## src/rtl/nonce_sweep_pkg.sv

```systemverilog
// ---------------------------------------------------------------------------
// nonce_sweep_pkg
// Shared definitions for the nonce sweep controller: the controller state
// encoding and the default geometry of the hash pipeline it drives.
// ---------------------------------------------------------------------------
package nonce_sweep_pkg;

    localparam int NS_WORDBITS  = 32;
    localparam int NS_MSGWORDS  = 16;
    localparam int NS_HASHWORDS = 8;
    localparam int NS_PIPE_LAT  = 16;

    typedef enum logic [1:0] {
        ST_IDLE  = 2'd0,
        ST_SWEEP = 2'd1,
        ST_DRAIN = 2'd2
    } sweep_state_t;

endpackage

```

## src/rtl/nonce_hit_fifo.sv

```systemverilog
// ---------------------------------------------------------------------------
// nonce_hit_fifo
// Small synchronous FIFO holding nonces whose hash met the target.
// A push into a full FIFO is accepted only when a pop happens in the same
// cycle; otherwise it is refused (the caller flags the overflow).
//
// Ports:
//   clk, rst          clock, asynchronous active-high reset
//   push, push_data   write request and data
//   pop               read request (ignored when empty)
//   pop_data          oldest entry
//   full, empty       occupancy flags
// DEPTH must be a power of two, at least 2.
// ---------------------------------------------------------------------------
module nonce_hit_fifo
    import nonce_sweep_pkg::*;
#(
    parameter int DEPTH = 4,
    parameter int WIDTH = NS_WORDBITS
) (
    input  logic             clk,
    input  logic             rst,
    input  logic             push,
    input  logic [WIDTH-1:0] push_data,
    input  logic             pop,
    output logic [WIDTH-1:0] pop_data,
    output logic             full,
    output logic             empty
);

    localparam int PTR_W = $clog2(DEPTH);

    logic [WIDTH-1:0] mem [DEPTH];
    logic [PTR_W-1:0] wr_ptr;
    logic [PTR_W-1:0] rd_ptr;
    logic [PTR_W:0]   count;
    logic             do_push;
    logic             do_pop;

    assign empty    = (count == '0);
    assign full     = (count == (PTR_W+1)'(DEPTH));
    assign do_pop   = pop && !empty;
    // When full, the slot being read this cycle frees up for the write.
    assign do_push  = push && (!full || do_pop);
    assign pop_data = mem[rd_ptr];

    always_ff @(posedge clk or posedge rst) begin
        if (rst) begin
            wr_ptr <= '0;
            rd_ptr <= '0;
            count  <= '0;
        end else begin
            if (do_push) wr_ptr <= wr_ptr + 1'b1;
            if (do_pop)  rd_ptr <= rd_ptr + 1'b1;
            case ({do_push, do_pop})
                2'b10:   count <= count + 1'b1;
                2'b01:   count <= count - 1'b1;
                default: count <= count;
            endcase
        end
    end

    always_ff @(posedge clk) begin
        if (do_push) mem[wr_ptr] <= push_data;
    end

endmodule

```

## src/rtl/nonce_sweep_ctrl.sv

```systemverilog
// ---------------------------------------------------------------------------
// nonce_sweep_ctrl
// Sweeps a nonce range through an external fixed-latency hash pipeline.
// Each SWEEP cycle presents the job message with one word replaced by the
// current nonce and pushes a token into a PIPE_LAT-deep delay line, so the
// token reaches the head exactly when the pipeline returns that nonce's hash.
// Heads whose top hash word is <= target are queued in a hit FIFO.
//
// Ports:
//   clk, rst                   clock, asynchronous active-high reset
//   job_valid / job_ready      job handshake (ready only in IDLE)
//   job_msg                    message template
//   job_nonce_first/_last      inclusive sweep bounds (wraps through 0)
//   job_target                 hit threshold on the top hash word
//   msg_out                    message to the hash pipeline
//   hash_in                    finalized hash from the pipeline
//   hit_valid/hit_ready/hit_nonce  hit FIFO read side
//   busy, done, hit_overflow   status (done is a pulse, overflow is sticky)
//   abort                      only with NONCE_SWEEP_ABORT_EN: stop the sweep
//
// Build option: define NONCE_SWEEP_ABORT_EN to add the abort input.
// ---------------------------------------------------------------------------
module nonce_sweep_ctrl
    import nonce_sweep_pkg::*;
#(
    parameter int WORDBITS   = NS_WORDBITS,
    parameter int MSGWORDS   = NS_MSGWORDS,
    parameter int HASHWORDS  = NS_HASHWORDS,
    parameter int PIPE_LAT   = NS_PIPE_LAT,
    parameter int NONCE_WORD = 3,
    parameter int HIT_DEPTH  = 4
) (
    input  logic                          clk,
    input  logic                          rst,
    input  logic                          job_valid,
    output logic                          job_ready,
    input  logic [MSGWORDS*WORDBITS-1:0]  job_msg,
    input  logic [WORDBITS-1:0]           job_nonce_first,
    input  logic [WORDBITS-1:0]           job_nonce_last,
    input  logic [WORDBITS-1:0]           job_target,
    output logic [MSGWORDS*WORDBITS-1:0]  msg_out,
    input  logic [HASHWORDS*WORDBITS-1:0] hash_in,
    output logic                          hit_valid,
    input  logic                          hit_ready,
    output logic [WORDBITS-1:0]           hit_nonce,
    output logic                          busy,
    output logic                          done,
    output logic                          hit_overflow
`ifdef NONCE_SWEEP_ABORT_EN
    ,
    input  logic                          abort
`endif
);

    localparam int MSG_W = MSGWORDS * WORDBITS;
    localparam int CNT_W = $clog2(PIPE_LAT + 1);
    localparam logic [CNT_W-1:0] DRAIN_LAST = CNT_W'(PIPE_LAT - 1);

    sweep_state_t        state;
    sweep_state_t        state_nxt;
    logic [MSG_W-1:0]    msg_q;
    logic [MSG_W-1:0]    msg_cur;
    logic [MSG_W-1:0]    msg_hold;
    logic [WORDBITS-1:0] nonce_q;
    logic [WORDBITS-1:0] last_q;
    logic [WORDBITS-1:0] target_q;
    logic [CNT_W-1:0]    drain_cnt;
    logic                accept;
    logic                issue;
    logic                drain_end;
    logic                abort_req;
    logic                tok_vld_p   [PIPE_LAT];
    logic [WORDBITS-1:0] tok_nonce_p [PIPE_LAT];
    logic [WORDBITS-1:0] hash_top;
    logic                hit_push;
    logic                hit_pop;
    logic                fifo_full;
    logic                fifo_empty;

`ifdef NONCE_SWEEP_ABORT_EN
    assign abort_req = abort;
`else
    assign abort_req = 1'b0;
`endif

    always_ff @(posedge clk or posedge rst) begin
        if (rst) state <= ST_IDLE;
        else     state <= state_nxt;
    end

    always_comb begin
        state_nxt = state;
        job_ready = 1'b0;
        busy      = 1'b0;
        accept    = 1'b0;
        issue     = 1'b0;
        drain_end = 1'b0;
        unique case (state)
            ST_IDLE: begin
                job_ready = 1'b1;
                if (job_valid) begin
                    accept    = 1'b1;
                    state_nxt = ST_SWEEP;
                end
            end
            ST_SWEEP: begin
                busy = 1'b1;
                if (abort_req) begin
                    state_nxt = ST_DRAIN;
                end else begin
                    issue = 1'b1;
                    if (nonce_q == last_q) state_nxt = ST_DRAIN;
                end
            end
            ST_DRAIN: begin
                busy = 1'b1;
                if (drain_cnt == DRAIN_LAST) begin
                    drain_end = 1'b1;
                    state_nxt = ST_IDLE;
                end
            end
            default: state_nxt = ST_IDLE;
        endcase
    end

    // Job latch and nonce counter; data only, no reset needed.
    always_ff @(posedge clk) begin
        if (accept) begin
            msg_q    <= job_msg;
            nonce_q  <= job_nonce_first;
            last_q   <= job_nonce_last;
            target_q <= job_target;
        end else if (issue) begin
            nonce_q <= nonce_q + 1'b1;
        end
    end

    always_comb begin
        msg_cur = msg_q;
        msg_cur[NONCE_WORD*WORDBITS +: WORDBITS] = nonce_q;
    end

    // msg_out is live while issuing and frozen at the last issued word otherwise.
    assign msg_out = issue ? msg_cur : msg_hold;

    always_ff @(posedge clk or posedge rst) begin
        if (rst) begin
            msg_hold     <= '0;
            drain_cnt    <= '0;
            done         <= 1'b0;
            hit_overflow <= 1'b0;
        end else begin
            if (issue) msg_hold <= msg_cur;
            if (state == ST_DRAIN) drain_cnt <= drain_cnt + 1'b1;
            else                   drain_cnt <= '0;
            done <= drain_end;
            if (accept)
                hit_overflow <= 1'b0;
            else if (hit_push && fifo_full && !hit_pop)
                hit_overflow <= 1'b1;
        end
    end

    // Stage boundary: token delay line, stage i visible i+1 cycles after issue.
    always_ff @(posedge clk or posedge rst) begin
        if (rst) begin
            for (int i = 0; i < PIPE_LAT; i++) tok_vld_p[i] <= 1'b0;
        end else begin
            tok_vld_p[0] <= issue;
            for (int i = 1; i < PIPE_LAT; i++) tok_vld_p[i] <= tok_vld_p[i-1];
        end
    end

    always_ff @(posedge clk) begin
        tok_nonce_p[0] <= nonce_q;
        for (int i = 1; i < PIPE_LAT; i++) tok_nonce_p[i] <= tok_nonce_p[i-1];
    end

    // Stage boundary: head token meets the hash of the same nonce.
    assign hash_top = hash_in[HASHWORDS*WORDBITS-1 -: WORDBITS];
    assign hit_push = tok_vld_p[PIPE_LAT-1] && (hash_top <= target_q);
    assign hit_pop  = hit_ready && !fifo_empty;

    generate
        if (HASHWORDS > 1) begin : g_hash_low
            logic unused_hash_low;
            assign unused_hash_low = ^hash_in[(HASHWORDS-1)*WORDBITS-1:0];
        end
    endgenerate

    nonce_hit_fifo #(
        .DEPTH (HIT_DEPTH),
        .WIDTH (WORDBITS)
    ) u_hit_fifo (
        .clk       (clk),
        .rst       (rst),
        .push      (hit_push),
        .push_data (tok_nonce_p[PIPE_LAT-1]),
        .pop       (hit_ready),
        .pop_data  (hit_nonce),
        .full      (fifo_full),
        .empty     (fifo_empty)
    );

    assign hit_valid = !fifo_empty;

endmodule

```

## config.mk

```make
export PLATFORM = sky130hd
export DESIGN_NAME = nonce_sweep_ctrl
export DESIGN_NICKNAME = d
export VERILOG_FILES = /design/src/rtl/nonce_sweep_pkg.sv /design/src/rtl/nonce_hit_fifo.sv /design/src/rtl/nonce_sweep_ctrl.sv
export SDC_FILE = /design/constraint.sdc
export NUM_CORES = 2
export LEC_CHECK = 0
export ABC_AREA = 1
export BUFFER_PORTS_ARGS = -buffer_cell sky130_fd_sc_hd__buf_2
export CORE_AREA = 2 2 547 549
export CTS_CLUSTER_DIAMETER = 150
export DETAILED_ROUTE_END_ITERATION = 16
export DIE_AREA = 0 0 549 551
export GPL_TIMING_DRIVEN = 1
export MAX_ROUTING_LAYER = met4
export PLACE_DENSITY_LB_ADDON = 0.15
export SLEW_MARGIN = 15
export SYNTH_ARGS = -nofsm -noshare
export SYNTH_HDL_FRONTEND = slang
export SYNTH_SLANG_ARGS = --single-unit
```

## constraint.sdc

```tcl
create_clock -name clk -period 18.8 [get_ports clk]
set_input_delay 1.88 -clock clk [delete_from_list [all_inputs] [get_ports clk]]
set_output_delay 1.88 -clock clk [all_outputs]
set_load 0.03 [all_outputs]
```

==> metrics.txt <==
status finished, final reports clean; drc violations 0; CTS clk-pin slew, worst paths 0.06 ns; commonest non-fill, non-tap cell in the layout nand2_1; Data required, critical path 16.92 ns; Syn Std Cell Area 54810 sq um; die height 551 um; WHS Path Cells 0; ys async rst share 30.91%; die width 549 um; maximum clock path buffer count 4; global-route wire length before repair 278.7 mm; Synth Net Count 4980; DRT Pass-1 Iters 5; Leak 32.10 nW; Cell Rows 200; RSZ-0062 raised after global routing false; post-synthesis simple-gate area fraction 12.76%; Worst Path Buf+Inv 7; Seq/Total Area, Yosys 82.11%; Synth Area in Adders 0.9954%; GRT Residual Overflow 0; combinational family with the most area after synthesis simple AND/OR/NAND/NOR gates; total length of routed wires 205.8 mm; Slew Viols, Final 0; initial core utilization 18.50%; crit path launch type flop; # Post-CTS Setup Buffers 0; Ys Warns 0; Worst-Skew Late Latency 0.89 ns; number of global-route vias before repair 34452; worst setup path class reg -> out; commonest cells after routing, fill and taps aside nand2_1, buf_2, edfxtp_1; Core Region 296300 sq um; maximum VDD drop 112.4 uV; Cells after Synth 4069; Final Wtd Congestion 0.8513; CTS sink count 1760; vias 33683; Root Driver clkbuf_16; routed vias/inst 3.538; Placed Area 65390 sq um; XOR/XNOR Fraction of Synth Area 0.6392%; CP Data Arrival Time 5.81 ns; Main synth FF type edfxtp_1; Period minus WS final 7.686 ns; Mean Syn Cell Area 13.47 sq um; worst reg2reg path startpoint state[1]$_DFFE_PP0P_; Post-CTS Hold Fix Bufs 0; crit end category output port; largest net degree at the start of global routing 163; htree depth 4; WL per Instance 21.62 um; NumNets Final 6245; IO Port Bufs 1160; R2R cell count 8; Max FO, Critical Path 112; max incr delay on CP 0.82 ns; fin area 72390 sq um; gr usage total 13.53%; Post-synth EDFFs 704; io pins 1417; Iter 0 DRT Violations 2120; post-synthesis mux area share 0%; Max Freq 130.1 MHz; reg-to-reg slack, setup 13.97 ns; compound-cell area share of the yosys netlist 1.785%; Tightest Pin Transition 1.029 ns; fin crit share 40.88%; P&R area growth vs syn 32.09%; layout cell share with drive strength beyond 1 28.11%; Max-Cap Viols 0; Hold EP tok_nonce_p[1][155]$_DFF_P_; hold_sp tok_nonce_p[1][123]$_DFF_P_; Hold Fails Final Rpt 0; Worst Skew 0.1152 ns; flops & latches, synth 1760; PD cells 212.3 nW/um^2; distinct cell type count of the synthesized netlist 40; max_slew headroom 31.41%; delay-heaviest family, CP buffers and inverters; worst hold path type reg -> reg; total CTS buffers 205; Max stage delay cell, worst path buf_4; antenna violations before repair 157; r2r endpoint msg_q[183]$_DFFE_PP_; CTS tree built; Cell Chain, Critical Path inv_1 > ha_4 > inv_8 > buf_4 > buf_4 > buf_4 > buf_4 > nand2_1 > nand2_1 > buf_2; filler cell count 31405; die area 302500 sq um; Post-Route Setup TNS 0 ns; final count of negative-setup-slack endpoints 0; post-CTS sizing 0; most used cell, CP buf_4; post-DP HPWL 152.8 mm; post-route ant nets 0
how the worst max path moves through the flow:
stage,from,endpoint,slack [ns],cells past startpoint
3_3_place_gp,state[1]$_DFFE_PP0P_,msg_out[177],11.88,10
5_1_grt,state[1]$_DFFE_PP0P_,msg_out[465],10.60,10
4_1_cts,state[1]$_DFFE_PP0P_,msg_out[470],10.83,10
6_report,state[1]$_DFFE_PP0P_,msg_out[470],11.11,10
2_1_floorplan,job_valid,last_q[0]$_DFFE_PP_,0.71,3
3_5_place_dp,state[1]$_DFFE_PP0P_,msg_out[470],11.81,10
state kept, by name, summed over array words and instances (netlist names):
signal and count:
done 1, drain_cnt 5, hit_overflow 1, last_q 32, msg_hold 512, msg_q 480
nonce_q 32, state 2, target_q 32, tok_nonce_p 512, tok_vld_p 16, u_hit_fifo.count 3
u_hit_fifo.mem 128, u_hit_fifo.rd_ptr 2, u_hit_fifo.wr_ptr 2
Yosys cell counts (4+ instances only):
cell type  count  area (sq um)
dfxtp_1      512         10250
inv_1        101         379.1
clkbuf_1     140         525.5
a31oi_1        6         37.54
o21ai_0      114         570.6
ha_1          42         525.5
xnor2_1       21         183.9
a21oi_1       17         85.08
xor2_1        19         166.4
edfxtp_1     704         21140
nand3_1       17         85.08
or2_2          9         56.30
nor3_1        11         55.05
nand2_1     1624          6096
dfrtp_1      544         13610
nand4_1       15         93.84
o22ai_1       32         200.2
nor4_1         4         25.02
nor2_1        99         371.6
final cells by class:
type                       count  area [sq um]  share of cell area [%]
inverter                     104         412.9                  0.5703
multi-input combinational   2062          8891                   12.28
antenna                       75         187.7                  0.2592
sequential                  1760         45010                   62.17
clock inverter                70         689.4                  0.9523
tap                         3939          4928                   6.808
timing repair buffer        1201          6151                   8.496
clock buffer                 309          6128                   8.465
layer usage:
metal | global-route usage (%) | routed length [um] | up-vias
li1 | - | - | 16008
met1 | 16.24 | 86060 | 16057
met2 | 20.48 | 92640 | 1228
met3 | 5.283 | 19230 | 390
met4 | 4.900 | 7874 | 0
met5 | - | 0 | -
stage by stage:
step | cells | worst slack [ns] | hold WS, ns | total power [mW] | util (%)
6_report | 9520 | 11.11 | 0.2477 | 15.37 | 24.43
2_1_floorplan | 4069 | 0.7101 | 0.3096 | 9.408 | -
5_1_grt | 9518 | 10.60 | 0.2485 | 16.24 | 24.43
3_5_place_dp | 9066 | 11.81 | 0.3121 | 11.59 | 22.07
4_1_cts | 9445 | 10.83 | 0.2393 | 15.67 | 24.37
3_3_place_gp | 9066 | 11.88 | 0.3107 | 11.57 | 22.07
report_power, final:
group	switching (mW)	internal (mW)	leakage, nW
logic	4.18	1.10	11.1
registers	0.495	5.60	17.6
clock network	1.65	2.35	3.35
cells by family after synthesis:
family	count (synthesis)
XOR/XNOR	40
AO/OA/AOI/OAI	180
flip-flops	1760
buffers and inverters	247
adder cells (fa/ha/maj)	43
AND/OR/NAND/NOR	1799
Note: power is estimated with default switching activity, not from simulation.
